## config.mk

```make
export PLATFORM = sky130hd
export DESIGN_NAME = beep_play_ctrl
export DESIGN_NICKNAME = d
export VERILOG_FILES = /design/src/rtl/beep_play_ctrl.sv
export SDC_FILE = /design/constraint.sdc
export NUM_CORES = 1
export LEC_CHECK = 0
export BUFFER_PORTS_ARGS = -buffer_cell sky130_fd_sc_hd__buf_4
export CAP_MARGIN = 20
export CORE_MARGIN = 5
export CORE_UTILIZATION = 55
export DETAILED_ROUTE_END_ITERATION = 6
export GPL_ROUTABILITY_DRIVEN = 0
export GPL_TIMING_DRIVEN = 0
export PLACE_DENSITY_LB_ADDON = 0.1
export RECOVER_POWER = 50
export SYNTH_ARGS = -nofsm -noshare
export SYNTH_HDL_FRONTEND = slang
export SYNTH_SLANG_ARGS = --single-unit
```

## constraint.sdc

```tcl
create_clock -name clk -period 2.3 [get_ports clk]
set_input_delay 0.46 -clock clk [delete_from_list [all_inputs] [get_ports clk]]
set_output_delay 0.46 -clock clk [all_outputs]
set_load 0.02 [all_outputs]
```

## src/rtl/beep_play_ctrl.sv

```systemverilog
// -----------------------------------------------------------------------------
// beep_play_ctrl
//
// Playback sequencer in front of the menu melody player. A one-cycle play
// request turns into a `flag` level that lasts exactly one full melody
// (NOTE_CNT notes of NOTE_CYC cycles each). The player's note counters
// therefore wrap back to note 0 at the end. After a melody, a cooldown of
// GAP_CYC cycles follows. One request that arrives during play or cooldown is
// remembered and replayed when the cooldown ends.
//
// Parameters:
//   NOTE_CYC  cycles per note (must match the player's per-note length)
//   NOTE_CNT  notes per melody (must match the player's wrap count)
//   GAP_CYC   cooldown cycles after a melody (minimum 1)
//
// Ports:
//   clk        system clock
//   rst        synchronous, active-high reset
//   req        play request pulse, sampled every cycle
//   stop       abort pulse; wins over req in the same cycle
//   mute       level; gates flag only, all timing keeps running
//   flag       registered enable to the melody player
//   busy       high while in PLAY or COOL
//   done       one-cycle pulse after a naturally completed melody
//   note_idx   current note index in PLAY, zero otherwise
//   state_dbg  current FSM state (IDLE=0, PLAY=1, COOL=2)
//
// Handshake: req and stop are plain one-cycle pulses with no ready/ack. A req
// is accepted in IDLE. In PLAY/COOL it fills the single pending slot; any
// further req is dropped while that slot is full.
// -----------------------------------------------------------------------------
module beep_play_ctrl #(
  parameter int NOTE_CYC = 15_000_000,
  parameter int NOTE_CNT = 57,
  parameter int GAP_CYC  = 25_000_000
) (
  input  logic       clk,
  input  logic       rst,
  input  logic       req,
  input  logic       stop,
  input  logic       mute,
  output logic       flag,
  output logic       busy,
  output logic       done,
  output logic [7:0] note_idx,
  output logic [1:0] state_dbg
);

  typedef enum logic [1:0] {
    IDLE = 2'd0,
    PLAY = 2'd1,
    COOL = 2'd2
  } state_t;

  // Terminal counts, sized to each counter so the compares stay width-clean.
  localparam logic [23:0] CYC_LAST  = 24'(NOTE_CYC - 1);
  localparam logic [7:0]  NOTE_LAST = 8'(NOTE_CNT - 1);
  localparam logic [31:0] GAP_LAST  = 32'(GAP_CYC - 1);

  state_t      state_q, state_d;
  logic [23:0] cyc_q,   cyc_d;
  logic [7:0]  note_q,  note_d;
  logic [31:0] gap_q,   gap_d;
  logic        pend_q,  pend_d;
  logic        flag_q;
  logic        done_q;

  // ---------------------------------------------------------------------------
  // Next-state and counter logic
  // ---------------------------------------------------------------------------
  always_comb begin
    state_d = state_q;
    cyc_d   = cyc_q;
    note_d  = note_q;
    gap_d   = gap_q;
    pend_d  = pend_q;

    unique case (state_q)
      IDLE: begin
        if (req) begin
          state_d = PLAY;
          cyc_d   = '0;
          note_d  = '0;
          gap_d   = '0;
        end
      end

      PLAY: begin
        if (req) pend_d = 1'b1;
        if (cyc_q == CYC_LAST) begin
          cyc_d = '0;
          if (note_q == NOTE_LAST) begin
            // Last cycle of the last note: the melody is complete.
            state_d = COOL;
            note_d  = '0;
            gap_d   = '0;
          end else begin
            note_d = note_q + 8'd1;
          end
        end else begin
          cyc_d = cyc_q + 24'd1;
        end
      end

      COOL: begin
        if (req) pend_d = 1'b1;
        if (gap_q == GAP_LAST) begin
          gap_d = '0;
          // A req that arrives on the final cooldown cycle with nothing
          // pending goes straight back to PLAY. It is not parked in IDLE.
          // The flag therefore has no extra idle cycle, and a replay request
          // is never held in IDLE. A req in the same cycle as an existing
          // pending request is dropped: the slot is consumed by this replay.
          if (pend_q || req) begin
            state_d = PLAY;
            pend_d  = 1'b0;
            cyc_d   = '0;
            note_d  = '0;
          end else begin
            state_d = IDLE;
          end
        end else begin
          gap_d = gap_q + 32'd1;
        end
      end

      default: begin
        state_d = IDLE;
        cyc_d   = '0;
        note_d  = '0;
        gap_d   = '0;
        pend_d  = 1'b0;
      end
    endcase

    // Abort overrides everything, including a same-cycle request.
    if (stop) begin
      state_d = IDLE;
      cyc_d   = '0;
      note_d  = '0;
      gap_d   = '0;
      pend_d  = 1'b0;
    end
  end

  // ---------------------------------------------------------------------------
  // State, counters and registered outputs
  // ---------------------------------------------------------------------------
  always_ff @(posedge clk) begin
    if (rst) begin
      state_q <= IDLE;
      cyc_q   <= '0;
      note_q  <= '0;
      gap_q   <= '0;
      pend_q  <= 1'b0;
      flag_q  <= 1'b0;
      done_q  <= 1'b0;
    end else begin
      state_q <= state_d;
      cyc_q   <= cyc_d;
      note_q  <= note_d;
      gap_q   <= gap_d;
      pend_q  <= pend_d;
      // Look ahead to the next state so that flag goes high on the same
      // edge where PLAY is entered.
      flag_q  <= (state_d == PLAY) && !mute;
      done_q  <= (state_q == PLAY) && (state_d == COOL);
    end
  end

  assign flag      = flag_q;
  assign done      = done_q;
  assign busy      = (state_q != IDLE);
  // note_q is cleared on every state change, so it already reads zero
  // outside PLAY.
  assign note_idx  = note_q;
  assign state_dbg = state_q;

endmodule

```

==> results.json <==
{
  "insertion_delay_ns": 0.34,
  "worst_pin_slew_ns": 0.613,
  "critPathCaptureType": "flip-flop",
  "placedCellCount": 514,
  "clock_path_buffers": 2,
  "maxCapViolations": 0,
  "die-area_sq_um": 8180,
  "start_util_pct": 56.4,
  "synth_top_area_cell": "dfxtp_1",
  "synth_top_area_share_pct": 38.8,
  "grtUsageTotal_pct": 20.6,
  "vdd_ir_drop_max_v": 0.000509,
  "r2r_slack_ns": 0.009,
  "synth_flop_cell": "dfxtp_1",
  "max_slew_margin_pct": 59.2,
  "drt-total-wl_mm": 8.91,
  "syn_area_sq_um": 3560,
  "yosys_register_bits": 69,
  "status": "completed",
  "grt_pass1_wl_mm": 14.1,
  "ctsRootBufferMaster": "clkbuf_8",
  "timing.rr.start": "gap_q[25]",
  "port_buffers": 17,
  "htreeDepth": 3,
  "async_flop_share_pct": 0,
  "grt_max_degree": 11,
  "diodes": 0,
  "die_h_microns": 90.5,
  "powerDensity_nw_per_um2": 516,
  "worstPathCellList": "nor4_1, nand4_1, o31a_1, buf_4, buf_6, nor4_2, xnor2_1, nor2_1",
  "area_growth_pct": 20.2,
  "hold_path_class": "primary input to flip-flop",
  "post-route-util_pct": 67.8,
  "overflow": 0,
  "crit_type": "flip-flop to flip-flop",
  "setup_tns_ns": 0,
  "max_stage_delay_ns": 0.38,
  "min_to": "flag",
  "cp.required_ns": 2.54,
  "cts_hold_buf": 0,
  "crit_arrival_ns": 2.53,
  "clk_pin_slew_worst_paths_ns": 0.07,
  "drv_slew": 0,
  "startpoint": "gap_q[25]",
  "final_nets": 474,
  "cts.sinks": 69,
  "cts_inserted_buffers": 9,
  "critPathSlowestCell": "o31a_1",
  "num_rows": 29,
  "ys_seq_area_share_pct": 38.8,
  "cp_max_fo": 10,
  "ys_warn_count": 0,
  "power_w": 0.00221,
  "drt-pass1-iter-count": 5,
  "antenna_found_initial": 0,
  "max_freq_mhz": 436,
  "crit_family": "simple AND/OR/NAND/NOR gates",
  "fin_crit_ns": 2.29,
  "post-route-period-util_pct": 99.6,
  "grt_pass1_vias": 3037,
  "core-area_sq_um": 6310,
  "synth-edff-count": 0,
  "final_common_cell": "nor2_1",
  "cts_tree": "done",
  "synth_cell_types": 55,
  "hold_viol_final": 0,
  "r2r-end": "cyc_q[12]",
  "setup_viol": 0,
  "routedWlPerCell_microns": 16.4,
  "io_pins": 18,
  "antenna_left": 0,
  "drt_iter0_markers": 156,
  "vias": 3278,
  "reg2regPathDepth": 8,
  "synthTopCellsByArea": "dfxtp_1 39%, xor2_1 6.9%, nor2_1 6.3%, xnor2_1 4.2%, nand3_1 3.9%",
  "syn_area_per_cell_sq_um": 8.48,
  "start_kind": "flip-flop",
  "final_cell_mix": "59 x nor2_1, 58 x dfxtp_1, 28 x xor2_1",
  "final_cells": 542,
  "hold_path_startpoint": "mute",
  "power.leakage_nw": 1.42,
  "crit_buf_inv": 2,
  "viasPerCell": 6.05,
  "syn_nets": 433,
  "finClkSkew_ns": 0.00520,
  "dp_hpwl_mm": 5.68,
  "grt_setup_unrepaired": "yes",
  "layout-drive-gt1-share_pct": 20.6,
  "route.detailed.drc": 0,
  "die_w_microns": 90.5,
  "synth_cells": 420,
  "hold_path_depth": 2
}
power breakdown:
group / switching, W / internal [W] / leakage [nW]
Clock: 0.000437 / 0.000413 / 0.0833
Sequential: 0.00000384 / 0.00120 / 0.562
Combinational: 0.000102 / 0.0000525 / 0.772
final cells by class:
cell class,count,area [sq um]
Multi-Input combinational cell,323,2270
Fill cell,543,2030
Sequential cell,69,1400
Timing Repair Buffer,32,203
Clock buffer,13,149
Buffer,15,114
Tap cell,77,96.3
Inverter,11,41.3
Clock inverter,2,10.0
worst max-delay path by stage:
| stage | cells past startpoint | slack, ns | end |
|---|---|---|---|
| CTS | 8 | -0.02 | cyc_q[14] |
| global placement | 8 | -0.47 | cyc_q[0] |
| detailed placement | 8 | -0.46 | cyc_q[8] |
| finish | 8 | 0.009 | cyc_q[12] |
| floorplan | 9 | 0.05 | cyc_q[22] |
| global route | 10 | -0.08 | cyc_q[8] |
cells in the mapped netlist, drive strengths merged, types with 7 or more instances:
cell type / count
nor2: 61
and3: 12
o21ai: 16
dfxtp: 69
xnor2: 17
ha: 8
a21oi: 15
nand3: 29
inv: 11
and2: 7
nand2: 26
buf: 14
nor4: 16
nor3: 12
nand4: 22
xor2: 28
routing by layer:
layer,wire length (microns),vias to the layer above,GRT usage (%),part of all wire [%]
met5,0,-,0,0
met3,367,14,4.42,4.1
li1,-,1585,-,-
met4,172,0,8.06,1.9
met2,4480,97,34.1,50
met1,3890,1582,25.8,44
flip-flops by register name, indices dropped and copies added (netlist names):
| register | flops |
|---|---|
| cyc_q | 24 |
| done | 1 |
| flag | 1 |
| gap_q | 32 |
| note_idx | 8 |
| pend_q | 1 |
| state_dbg | 2 |
cells by family after synthesis:
kind of cell | after synthesis | synth area share (%)
DFF | 69 | 38.8
adders and majority gates | 8 | 2.81
xor gates and xnor gates | 45 | 11.1
buffers and inverters | 28 | 3.83
muxes | 2 | 0.562
and+or+nand+nor | 216 | 33.3
AOI/OAI and AO/OA | 52 | 9.59
timing repair:
| item | CTS | global route |
|---|---|---|
| resized for setup | 25 | 40 |
| endpoints found under the setup margin | 67 | 62 |
| pin swaps | 4 | 11 |
| gates cloned | 0 | 0 |
| endpoints found under the hold margin | 0 | 0 |
| buffers inserted | 7 | 8 |
per-stage QoR:
step | cell area (sq um) | setup slack [ns] | hold slack (ns)
finish | 4280 | 0.00866 | 0.280
global route | 4280 | -0.0819 | 0.281
CTS | 4130 | -0.0203 | 0.273
detailed placement | 3790 | -0.463 | 0.480
global placement | 3790 | -0.466 | 0.454
floorplan | 3560 | 0.0493 | 0.444
No activity file was read; power rests on OpenSTA's default activity.
